--- src/rtl/iomem_rng_fetcher.sv ---
// rtl/iomem_rng_fetcher.sv - iomem bus initiator that fetches RNG words into a stream FIFO
//
// Purpose: on start, reads `count` non-sentinel words from the RNG data
// register over iomem, retrying reads that return BUSY_WORD, and buffers the
// accepted words in a small FIFO drained through a valid/ready stream port.
//
// Ports:
//   clk, resetn         clock, synchronous active-low reset
//   start, count        run request pulse and word count (sampled when idle)
//   busy, done          run in progress / one-cycle end-of-run pulse
//   timeout_err         sticky abort flag, cleared by the next accepted start
//   iomem_*             initiator side of the iomem bus (reads only)
//   out_valid/ready     FIFO head handshake, out_data = head word
//   fifo_level          current FIFO occupancy
module iomem_rng_fetcher #(
  parameter logic [31:0] RNG_ADDR   = 32'h0300_1000,
  parameter logic [31:0] BUSY_WORD  = 32'hffff_ffff,
  parameter int          FIFO_DEPTH = 8,
  parameter int          TIMEOUT    = 64
) (
  input  logic                          clk,
  input  logic                          resetn,
  input  logic                          start,
  input  logic [7:0]                    count,
  output logic                          busy,
  output logic                          done,
  output logic                          timeout_err,
  output logic                          iomem_valid,
  input  logic                          iomem_ready,
  output logic [3:0]                    iomem_wstrb,
  output logic [31:0]                   iomem_addr,
  output logic [31:0]                   iomem_wdata,
  input  logic [31:0]                   iomem_rdata,
  output logic                          out_valid,
  input  logic                          out_ready,
  output logic [31:0]                   out_data,
  output logic [$clog2(FIFO_DEPTH):0]   fifo_level
);

  localparam int              AW      = $clog2(FIFO_DEPTH);
  localparam int              LW      = AW + 1;
  localparam logic [LW-1:0]   DEPTH_L = LW'(FIFO_DEPTH);
  localparam logic [LW-1:0]   LVL_ONE = LW'(1);
  localparam logic [AW-1:0]   PTR_ONE = AW'(1);
  // Valid is already high during ISSUE, so the abort fires after TIMEOUT-1
  // unanswered WAIT cycles, giving exactly TIMEOUT cycles of valid.
  localparam logic [7:0]      TO_LAST = 8'(TIMEOUT - 2);

  typedef enum logic [2:0] {IDLE, ISSUE, WAIT, GAP, FINISH} state_t;

  state_t          state, state_nxt;
  logic [7:0]      rem;
  logic [7:0]      tcnt;
  logic [31:0]     mem [FIFO_DEPTH];
  logic [AW-1:0]   wr_ptr, rd_ptr;
  logic            load_run, push, pop, abort;

  // Only one read is ever in flight, and none is outstanding while in ISSUE,
  // so room for one more word is simply level < depth.
  logic has_room;
  assign has_room = (fifo_level < DEPTH_L);

  always_ff @(posedge clk) begin
    if (!resetn) state <= IDLE;
    else         state <= state_nxt;
  end

  always_comb begin
    state_nxt   = state;
    busy        = 1'b0;
    done        = 1'b0;
    iomem_valid = 1'b0;
    load_run    = 1'b0;
    push        = 1'b0;
    abort       = 1'b0;
    case (state)
      IDLE: begin
        if (start) begin
          load_run  = 1'b1;
          state_nxt = (count == 8'd0) ? FINISH : ISSUE;
        end
      end
      ISSUE: begin
        busy = 1'b1;
        if (has_room) begin
          iomem_valid = 1'b1;
          state_nxt   = WAIT;
        end
      end
      WAIT: begin
        busy        = 1'b1;
        iomem_valid = 1'b1;
        if (iomem_ready) begin
          push      = (iomem_rdata != BUSY_WORD);
          state_nxt = GAP;
        end else if (tcnt == TO_LAST) begin
          abort     = 1'b1;
          state_nxt = FINISH;
        end
      end
      GAP: begin
        busy      = 1'b1;
        state_nxt = (rem != 8'd0) ? ISSUE : FINISH;
      end
      FINISH: begin
        done      = 1'b1;
        state_nxt = IDLE;
      end
      default: state_nxt = IDLE;
    endcase
  end

  assign pop         = out_ready && out_valid;
  assign out_valid   = (fifo_level != '0);
  assign out_data    = mem[rd_ptr];
  assign iomem_addr  = iomem_valid ? RNG_ADDR : 32'd0;
  assign iomem_wstrb = 4'b0000;
  assign iomem_wdata = 32'd0;

  always_ff @(posedge clk) begin
    if (!resetn) begin
      rem         <= 8'd0;
      tcnt        <= 8'd0;
      timeout_err <= 1'b0;
      wr_ptr      <= '0;
      rd_ptr      <= '0;
      fifo_level  <= '0;
    end else begin
      if (load_run) begin
        rem         <= count;
        timeout_err <= 1'b0;
      end else if (push) begin
        rem <= rem - 8'd1;
      end

      if (abort) timeout_err <= 1'b1;

      if (state == ISSUE)                      tcnt <= 8'd0;
      else if (state == WAIT && !iomem_ready)  tcnt <= tcnt + 8'd1;

      if (push) wr_ptr <= wr_ptr + PTR_ONE;
      if (pop)  rd_ptr <= rd_ptr + PTR_ONE;

      case ({push, pop})
        2'b10:   fifo_level <= fifo_level + LVL_ONE;
        2'b01:   fifo_level <= fifo_level - LVL_ONE;
        default: fifo_level <= fifo_level;
      endcase
    end
  end

  // Storage needs no reset: entries are only visible once pointers advance.
  always_ff @(posedge clk) begin
    if (push) mem[wr_ptr] <= iomem_rdata;
  end

endmodule

--- config.mk ---
export PLATFORM = sky130hd
export DESIGN_NAME = iomem_rng_fetcher
export DESIGN_NICKNAME = d
export VERILOG_FILES = /design/src/rtl/iomem_rng_fetcher.sv
export SDC_FILE = /design/constraint.sdc
export NUM_CORES = 1
export LEC_CHECK = 0
export ABC_CLOCK_PERIOD_IN_PS = 5230
export CORE_MARGIN = 2
export CORE_UTILIZATION = 52
export CTS_BUF_LIST = sky130_fd_sc_hd__clkbuf_8
export DETAILED_ROUTE_END_ITERATION = 10
export GPL_TIMING_DRIVEN = 1
export PLACE_DENSITY = 0.79
export SLEW_MARGIN = 30
export SYNTH_ARGS = -nofsm -noshare
export SYNTH_HDL_FRONTEND = slang
export SYNTH_SLANG_ARGS = --single-unit
--- constraint.sdc ---
create_clock -name clk -period 5.23 [get_ports clk]
set_input_delay 1.046 -clock clk [delete_from_list [all_inputs] [get_ports clk]]
set_output_delay 1.046 -clock clk [all_outputs]
set_load 0.03 [all_outputs]
# Word level (Yosys, flattened, before mapping)
# Memories as Yosys holds them, arrays and structs flattened. A register that Yosys moved wholly into a read port is not among the register bits.
# Cells that the tools add are included.
[word_totals] elab_cells=68 out_inout_bits=109 memories=1 ramBits=256 regBits=30
[classes] bitwise=1 order_cmp=1 muxes=28 eq_ne=11 n_addsub=6 reduce_logical=13
[mem_list] memory="mem" words=8 width=32 read_ports=1 rd_ports_with_merged_regs=1 wr=1 line="54" text="logic [31:0] mem [FIFO_DEPTH];"
[op_table] op="$ne A32 B32 Y1 const B" n=1
[op_table] op="$mux W26" n=1
[op_table] op="$mux W3" n=8
[op_table] op="$mux W8" n=2
[op_table] op="$mux W1" n=14
[op_table] op="$pmux W3 S4" n=1
[op_table] op="$add A8 B1 Y8 const B" n=1
[op_table] op="$eq A8 B6 Y1 const B" n=1
[op_table] op="$logic_not A8 Y1" n=1
[op_table] op="$pmux W4 S2" n=1
[op_table] op="$reduce_bool A8 Y1" n=1
[op_table] op="$sub A8 B1 Y8 const B" n=1
[op_table] op="$add A3 B1 Y3 const B" n=2
[op_table] op="$eq A3 B2 Y1 const B" n=2
[op_table] op="$reduce_bool A2 Y1" n=3
[op_table] op="$add A4 B1 Y4 const B" n=1
[op_table] op="$lt A4 B4 Y1 const B" n=1
[op_table] op="$ne A2 B2 Y1 const B" n=2
[op_table] op="$reduce_bool A4 Y1" n=1
[op_table] op="$sub A4 B1 Y4 const B" n=1
[op_table] op="$eq A3 B1 Y1 const B" n=1
[op_table] op="$eq A3 B3 Y1 const B" n=1
[op_table] op="$logic_not A3 Y1" n=1
[op_table] op="$ne A3 B3 Y1 const B" n=1
[op_table] op="9 further kinds" n=10

# Depth between registers and ports, before layout
# Gate-level depths: netlist (run 1).
[depth] ltp_word=5 depth_mapped=13 depth_no_buf=11

# Worst setup path after synthesis (run 1)
# Ideal clock, no wire load.
[synth_timing] path_type="input port to flip-flop" startpoint="input iomem_ready" endpoint="memory mem[4][0], enable pin" path_slack_ns=-0.310 path_buffers=1 stages=6 t_arrival_ns=5.027 required_ns=4.717 path_cell_list="inv_1 nor3_1 o21a_2 inv_4 buf_8 nor4b_1"
[synth_between] elab_chain_cells=4
[synth_lines] element="start, declared" line="29" text="input logic iomem_ready,"
[synth_lines] element="$mux W1" line="93" text="if (iomem_ready) begin"
[synth_lines] element="$mux W1" line="76" text="case (state)"
[synth_lines] element="$mux W1" line="154" text="if (push) mem[wr_ptr] <= iomem_rdata;"
[synth_lines] element="$mux W1 (implied by the code)" line="154"
[synth_lines] element="end, declared" line="54"
# No other way between the ends.

==> results of run 1 <==
-- worst min-delay path by stage --
stage,from,end,cells after the start
floorplan,rd_ptr[1],flop,2
global placement,rd_ptr[1],flop,2
detailed placement,tcnt[7],tcnt[7],2
finish,tcnt[7],tcnt[7],2
global route,tcnt[7],tcnt[7],2
CTS,tcnt[7],tcnt[7],2
-- where the power goes --
| group | internal [W] | switching [W] | leakage, nW |
|---|---|---|---|
| Clock | 0.000993 | 0.000839 | 0.503 |
| Sequential | 0.00254 | 0.0000558 | 2.57 |
| Combinational | 0.000299 | 0.000372 | 1.46 |
| Total | 0.00384 | 0.00127 | 4.53 |
-- registers in the layout (all words and copies together) (netlist names), named ones only --
register and cells:
fifo_level 4, rem 8, mem 256, state 3
rd_ptr 3, wr_ptr 3, timeout_err 1, tcnt 8
-- through the flow --
stage          hold WS (ps)  worst slack (ps)  util (%)
6_report                513              1000      61.4
5_1_grt                 552               831      61.4
4_1_cts                 519               918      61.4
3_5_place_dp            502               764      57.4
3_3_place_gp            488               856      57.4
2_1_floorplan           467              42.4         -
-- critical path: stages, from the launching register on --
cell and delay, ps:
dfxtp_4 770, buf_12 370, mux4_2 570, mux2_2 300, clkdlybuf4s50_1 600
-- routing by layer --
| layer | GRT usage (%) | wire, um | vias to the layer above |
|---|---|---|---|
| met1 | 23.7 | 8900 | 3104 |
| met3 | 3.94 | 1560 | 42 |
| met5 | 0 | 0 | - |
| met4 | 6.25 | 435 | 0 |
| li1 | - | - | 2706 |
| met2 | 33.6 | 11900 | 235 |
-- cells in the final DEF, fill, tap and decap left out, types with 3 or more instances in the layout --
| cell | n |
|---|---|
| edfxtp_1 | 256 |
| clkdlybuf4s50_1 | 88 |
| conb_1 | 65 |
| mux4_2 | 64 |
| clkbuf_8 | 51 |
| mux2_2 | 32 |
| dfxtp_1 | 31 |
| nor2_1 | 20 |
| nand2_1 | 17 |
| inv_1 | 16 |
| nand4_1 | 11 |
| buf_4 | 10 |
| clkinv_2 | 9 |
| clkinv_1 | 9 |
| xor2_1 | 8 |
| and2_1 | 8 |
| ha_1 | 8 |
| a21oi_1 | 7 |
| o21ai_0 | 6 |
| o21a_1 | 5 |
| and3_1 | 5 |
| xnor2_1 | 5 |
| nor2b_1 | 5 |
| nand3_1 | 5 |
| or4_1 | 4 |
| nand2b_1 | 4 |
| a21boi_0 | 4 |
| nor3_1 | 3 |
| nor4b_4 | 3 |
| o31ai_1 | 3 |
| or3_1 | 3 |
-- area by class of cell --
class | count | area (sq um) | share of cell area, %
Clock inverter | 32 | 188 | 1.35
Multi-Input combinational cell | 329 | 3230 | 23.3
Timing Repair Buffer | 100 | 996 | 7.19
Sequential cell | 289 | 8350 | 60.3
Inverter | 6 | 25.0 | 0.181
Tap cell | 285 | 357 | 2.57
Clock buffer | 51 | 702 | 5.07
-- cell families after synthesis --
group | count (synthesis) | synth area share [%]
mux | 98 | 15.2
simple gates | 102 | 4.82
fa+ha+maj | 8 | 0.838
compound gates | 43 | 2.64
xor+xnor | 13 | 0.953
flops | 289 | 69.9
buf+inv | 101 | 5.60
other cells | 1 | 0.0314
==> flow_summary.yaml, run 1 <==
die:
  fp.dieW_um: 156
  core_sq_mm: 0.0226
  io_pins: 154
  rows: 55
  dieArea_sq_mm: 0.0242
  die_h_um: 156
  start_util_pct: 52.9
route:
  drc_errors: 0
  vias_per_cell: 5.57
  drtPass1Iterations: 5
  detail_route.wl_per_cell_um: 20.9
  ant_nets: 0
  vias: 6087
  drtIter0Drc: 473
  finalWirelength_um: 22800
critical_path:
  timing_worst_setup_path_type: "flop to output pin"
  worstSetupEndpointType: "output pin"
  r2r_setup_slack_ps: 2320
  worstReg2RegEnd: "fifo_level[2]"
  cp_max_fo: 35
  r2r_start: "state[0]"
  cp.required_ps: 4180
  cp-start-kind: "flop"
  critical_path_arrival_ps: 3180
  crit_path_end: "out_data[8]"
  reg2reg_depth: 11
synth:
  synthDominantCellAreaShare_pct: 64.3
  synth_seq_area_share_pct: 69.9
  synthCells: 655
  synthFlopType: "edfxtp_1"
  synth-seq-cells: 289
  synthTopCellsByCount: "edfxtp_1, buf_4, mux4_2"
  synth_area_sq_mm: 0.0119
  synth.most_common_cell: "edfxtp_1"
  yosys_warnings: 0
  synth-edff-count: 256
  syn_area_per_cell_sq_um: 18.2
  yosysTopAreaCell: "edfxtp_1"
  synthTopCellsByArea: "edfxtp_1, mux4_2, dfxtp_1"
  async_flop_share_pct: 0
  synth_cell_types: 55
layout:
  antenna_cells: 0
  n_fill_cell: 1612
  drive_gt1_share_pct: 23.2
  nNetsFinal: 824
  syn_to_final_growth_pct: 16.0
  final_cells: 1092
  fin_area_sq_mm: 0.0139
place:
  post_dp_cell_area_sq_mm: 0.0130
  placedCellCount: 1009
  buffer_ports.inserted: 88
  routabilityCongestion: 0.815
  place_hpwl_um: 13000
sta:
  slew_headroom_pct: 44.5
  period_share_pct: 80.8
  clock.fmax_ghz: 0.237
  drv_slew: 0
  worst_pin_slew_ps: 832
  setup_tns_ps: 0
  rsz0062_at_grt: "false"
  hold_viol_final: 0
  finClkSkew_ps: 25.2
  fin_crit_ps: 4230
  setup_viol: 0
clocking:
  cts_max_path_buffers: 3
  clkTransAtPathRegs_ps: 60
  cts_sinks: 289
  root_buffer: "clkbuf_8"
  cts_made_buffers: 45
  cts_max_level: 2
  holdBufCountCts: 0
  ctsResizeCount: 0
  clk_latency_ps: 560
  cts_tree: "yes"
  post-cts-setup-buffer-count: 0
global_route:
  grt_overflow: 0
  antenna_found_initial: 0
  grtUsageTotal_pct: 19.1
  grt_pass1_wl_um: 34800
  grt_max_degree: 36
  grt_pass1_vias: 6252
pwr:
  p_per_area_mw_per_mm2: 368
  power.total_w: 0.00510
  p_leak_nw: 4.53
  ir_worst_vdd_mv: 0.254
min_path:
  hp-class: "flop to flop"
job:
  cap_violations: 0
status:
  outcome: "finished, final reports clean"
Power figures use the tool's default switching activity.
==> run 2: changes to the inputs <==
--- a/config.mk
+++ b/config.mk
@@ -5,7 +5,7 @@
 export SDC_FILE = /design/constraint.sdc
 export NUM_CORES = 1
 export LEC_CHECK = 0
-export ABC_CLOCK_PERIOD_IN_PS = 5230
+export ABC_CLOCK_PERIOD_IN_PS = 3400
 export CORE_MARGIN = 2
 export CORE_UTILIZATION = 52
 export CTS_BUF_LIST = sky130_fd_sc_hd__clkbuf_8
==> constraint.sdc (replaced) <==
create_clock -name clk -period 3.4 [get_ports clk]
set_input_delay 0.68 -clock clk [delete_from_list [all_inputs] [get_ports clk]]
set_output_delay 0.68 -clock clk [all_outputs]
set_load 0.03 [all_outputs]
==> run 2 against run 1 <==
Utilization up 2.5 points. Sequential share of layout area down 2.4 points. Cell count up 3.8%. Clock-buffer cell count down 2. Non-clock buffer count up 44. Design area up 4.1%. First-iteration DRC count up 4.9%. Setup slack worse by 910 ps. Power up 52%. Die area unchanged. Wire length up 4.4%.
==> flow_summary.yaml, run 2 (same netlist as run 1, synthesis figures left out) <==
status:
  outcome: "finished, final reports clean"
route:
  vias_per_cell: 5.54
  detail_route.wl_per_cell_um: 21.0
  finalWirelength_um: 23800
  drc_errors: 0
  drtIter0Drc: 496
  vias: 6284
  drtPass1Iterations: 5
  ant_nets: 0
sta:
  drv_slew: 0
  finClkSkew_ps: 21.4
  fin_hold_ws_ps: 522
  setup_viol: 0
  fin_crit_ps: 3310
  slew_headroom_pct: 46.7
  hold_viol_final: 0
  period_share_pct: 97.2
  worst_pin_slew_ps: 795
  rsz0062_at_grt: "false"
  clock.fmax_ghz: 0.302
clocking:
  cts_max_level: 2
  cts_max_path_buffers: 3
  clkTransAtPathRegs_ps: 60
  root_buffer: "clkbuf_8"
  cts_made_buffers: 45
  clk_latency_ps: 560
  cts_sinks: 289
  cts_tree: "yes"
layout:
  top_regs: "mem (256), rem (8), tcnt (8)"
  fin_area_sq_mm: 0.0144
  antenna_cells: 0
  nNetsFinal: 868
  final_cells: 1134
  largest_reg_flops: 256
  drive_gt1_share_pct: 26.1
  syn_to_final_growth_pct: 20.8
  post-route-util_pct: 63.9
  final_cell_mix: "edfxtp_1, clkdlybuf4s50_1, conb_1, mux4_2, clkbuf_8"
  n_fill_cell: 1536
  top_register: "mem"
  layout_commonest_cell: "edfxtp_1"
job:
  cap_violations: 0
global_route:
  antenna_found_initial: 1
  grt_use_met3_pct: 4.44
  grt_overflow: 0
  grt_util_met2_pct: 34.4
  grtUsageTotal_pct: 19.6
  grt_pass1_vias: 6391
  met1_usage_pct: 24.7
  grt_max_degree: 33
  grt_most_used_layer: "met2"
  grt_pass1_wl_um: 35700
die:
  rows: 55
  fp.dieW_um: 156
  start_util_pct: 52.9
  io_pins: 154
  core_sq_mm: 0.0226
  dieArea_sq_mm: 0.0242
  die_h_um: 156
place:
  routabilityCongestion: 0.853
  placedCellCount: 1052
  post_dp_cell_area_sq_mm: 0.0136
  place_hpwl_um: 15100
  buffer_ports.inserted: 88
pwr:
  p_per_area_mw_per_mm2: 537
  p_leak_nw: 4.90
  ir_worst_vdd_mv: 0.339
min_path:
  hp-class: "flop to flop"
  whs_path_depth: 2
  min_to: "tcnt[7]"
  hp-start: "tcnt[7]"
critical_path:
  timing_worst_setup_path_type: "flop to output pin"
  cp-start-kind: "flop"
  cp_max_fo: 24
  r2r_start: "state[0]"
  reg2reg_depth: 9
  critical_path_arrival_ps: 2630
  cp.required_ps: 2720
  r2r_setup_slack_ps: 450
  worstSetupEndpointType: "output pin"
  worstReg2RegEnd: "mem[4][5]"
[run 2: stage by stage]
step	total power (W)	setup TNS (ps)	setup slack, ps
2_1_floorplan	0.00484	-11710	-165
3_3_place_gp	0.00514	-4820	-236
3_5_place_dp	0.00518	-5810	-334
4_1_cts	0.00783	0	7.64
5_1_grt	0.00806	0	2.15
6_report	0.00775	0	94.0
[run 2: where the power goes]
part	switching, W	total, W	internal [W]
Sequential	0.0000575	0.00397	0.00391
Clock	0.00124	0.00265	0.00140
Combinational	0.000621	0.00113	0.000511
Total	0.00192	0.00775	0.00583
[run 2: worst max-delay path: stages, from the launching register on]
cell	delay, ps
dfxtp_4	430
buf_12	240
mux4_2	530
mux2_2	280
clkdlybuf4s50_1	590
[run 2: layout make-up]
cell class | count | area [sq um] | area share (%)
clock buffers | 49 | 674 | 4.67
multi-input cells | 329 | 3270 | 22.7
repair buffers | 144 | 1590 | 11.0
well taps | 285 | 357 | 2.47
clock inverters | 32 | 161 | 1.12
inverters | 6 | 25.0 | 0.173
flip-flops and latches | 289 | 8360 | 57.9
[run 2: worst max path at each step]
| stage | from | end | cells past startpoint |
|---|---|---|---|
| floorplan | iomem_ready | mem[4][0] | 6 |
| global placement | iomem_rdata[20] | fifo_level[2] | 12 |
| detailed placement | iomem_rdata[13] | fifo_level[2] | 12 |
| CTS | flop | out_data[7] | 4 |
| global route | flop | out_data[27] | 4 |
| finish | flop | out_data[21] | 4 |
[run 2: repair_timing]
action / CTS / global route
setup buffers: 1 / 0
hold buffers: 0 / 0
endpoints found under the hold margin: 0 / 0
resized for setup: 0 / 10
endpoints found under the setup margin: 28 / 13
[run 2: metal layers]
layer,wire length (um),part of all wire [%]
met5,13,0.055
met3,1720,7.2
met2,12500,53
met1,9270,39
met4,297,1.2
==> run 3: changes to the inputs <==
--- a/config.mk
+++ b/config.mk
@@ -6,7 +6,7 @@
 export NUM_CORES = 1
 export LEC_CHECK = 0
 export ABC_CLOCK_PERIOD_IN_PS = 3400
-export CORE_MARGIN = 2
+export CORE_MARGIN = 5
 export CORE_UTILIZATION = 52
 export CTS_BUF_LIST = sky130_fd_sc_hd__clkbuf_8
 export DETAILED_ROUTE_END_ITERATION = 10
==> run 3 against run 2 <==
Cell count is 0.26% lower. Utilization shrank 0.13 points. Setup slack improved by 8.8 ps. Wire length is 3.4% higher. Sequential power about the same. First-iteration DRC count grew 13%. Clock-buffer cell count unchanged.
==> flow_summary.yaml, run 3 (same netlist as run 1, synthesis figures left out) <==
status:
  outcome: "finished, final reports clean"
sta:
  fin_hold_ws_ps: 533
  drv_slew: 0
  clock.fmax_ghz: 0.303
  setup_viol: 0
  worst_slack_ps: 103
  finClkSkew_ps: 21.5
  hold_viol_final: 0
  worst_pin_slew_ps: 845
  rsz0062_at_grt: "false"
  fin_crit_ps: 3300
  slew_headroom_pct: 43.4
  period_share_pct: 97.0
critical_path:
  timing_worst_setup_path_type: "flop to output pin"
  cp_max_fo: 24
  critPathSlowestCell: "clkdlybuf4s50_1"
  cp-start-kind: "flop"
  critPathMaxStageDelay_ps: 600
  cp.required_ps: 2720
  critical_path_arrival_ps: 2620
  r2r_start: "state[0]"
  worstPathCellList: "buf_12 -> mux4_2 -> mux2_2 -> clkdlybuf4s50_1"
  critical-path-top-delay-family: "buffers and inverters"
  path_buf_inv: 2
  worstSetupEndpointType: "output pin"
die:
  dieArea_sq_mm: 0.0261
  io_pins: 154
  rows: 55
  fp.dieW_um: 162
  die_h_um: 162
  start_util_pct: 52.8
  core_sq_mm: 0.0226
min_path:
  hp-start: "timeout_err"
  hp-class: "flop to flop"
layout:
  top_register: "mem"
  top_regs: "mem (256), rem (8), tcnt (8)"
  drive_gt1_share_pct: 27.3
  final_cell_mix: "edfxtp_1, clkdlybuf4s50_1, conb_1, mux4_2, clkbuf_8"
  n_fill_cell: 1549
  largest_reg_flops: 256
  multi_input_area_sq_mm: 0.00327
  nNetsFinal: 867
  layout_commonest_cell: "edfxtp_1"
  syn_to_final_growth_pct: 20.9
  seq_area_sq_mm: 0.00836
  antenna_cells: 0
clocking:
  cts_made_buffers: 46
  cts_tree: "yes"
  cts_max_path_buffers: 3
  cts_sinks: 289
  cts_max_level: 2
  root_buffer: "clkbuf_8"
  holdBufCountCts: 0
  clkTransAtPathRegs_ps: 60
  clk_latency_ps: 550
pwr:
  p_per_area_mw_per_mm2: 548
  power.total_w: 0.00791
  p_leak_nw: 4.88
  ir_worst_vdd_mv: 0.334
global_route:
  grtUsageTotal_pct: 18.8
  grt_pass1_wl_um: 37900
  grt_max_degree: 41
  grt_pass1_vias: 6622
  antenna_found_initial: 0
  grt_overflow: 0
route:
  finalWirelength_um: 24600
  route.met2.wl_um: 12400
  wl_met3_um: 1870
  highest_layer: "met4"
  vias: 6325
  drc_errors: 0
  vias_per_cell: 5.59
  drt-met1-wl_um: 9920
  detail_route.wl_per_cell_um: 21.7
  drtIter0Drc: 562
  ant_nets: 0
  drtPass1Iterations: 5
place:
  place_hpwl_um: 15200
  dp_slack_ps: -421
  buffer_ports.inserted: 88
  routabilityCongestion: 0.808
job:
  cap_violations: 0
[run 3: cell count changes in the layout (fill, tap and decap cells not counted), sizes merged]
| cell | change |
|---|---|
| buf | -3 |
| bufinv | +1 |
| clkbuf | +1 |
| clkdlybuf4s50 | -7 |
| clkinv | +10 |
| clkinvlp | +1 |
| dlygate4sd2 | +7 |
| inv | -13 |
[run 3: layout make-up]
cell class / count / area share (%)
clock buffers: 49 / 4.67
repair buffers: 142 / 10.8
multi-input cells: 329 / 22.6
flip-flops and latches: 289 / 57.9
clock inverters: 31 / 1.38
inverters: 6 / 0.173
well taps: 285 / 2.47
[run 3: layer usage]
layer / GRT usage (%) / vias to the layer above
li1: - / 2800
met1: 25.1 / 3238
met2: 31.5 / 241
met3: 4.75 / 46
met4: 4.42 / 0
met5: 0 / -
[run 3: report_power, final]
part / internal [W] / switching [W]
Combinational: 0.000505 / 0.000624
Clock: 0.00149 / 0.00132
Sequential: 0.00391 / 0.0000557
[run 3: worst min-delay path, stage by stage (launching register included)]
cell	delay [ps]
dfxtp_1	330
a22oi_1	70
nor2b_1	100
[run 3: stage by stage]
stage	area (sq um)	cells	utilization [%]	TNS, ps
2_1_floorplan	12200	719	-	-11710
3_3_place_gp	13500	1050	59.7	-7930
3_5_place_dp	13500	1050	59.7	-7700
4_1_cts	14400	1130	63.6	0
5_1_grt	14400	1131	63.8	0
6_report	14400	1131	63.8	0
[run 3: worst paths after layout]
path                                    end  slack [ps]  cells after the start
worst max-delay path            out_data[4]         100                      4
worst min-delay path            timeout_err         530                      2
worst max register to register   mem[4][29]         390                      9
worst min register to register  timeout_err         530                      2
[run 3: repair_timing]
item                       in CTS  in global routing
gates resized for setup         8                 10
cloned                          0                  1
buffers inserted                0                  0
setup endpoints to repair      12                 19
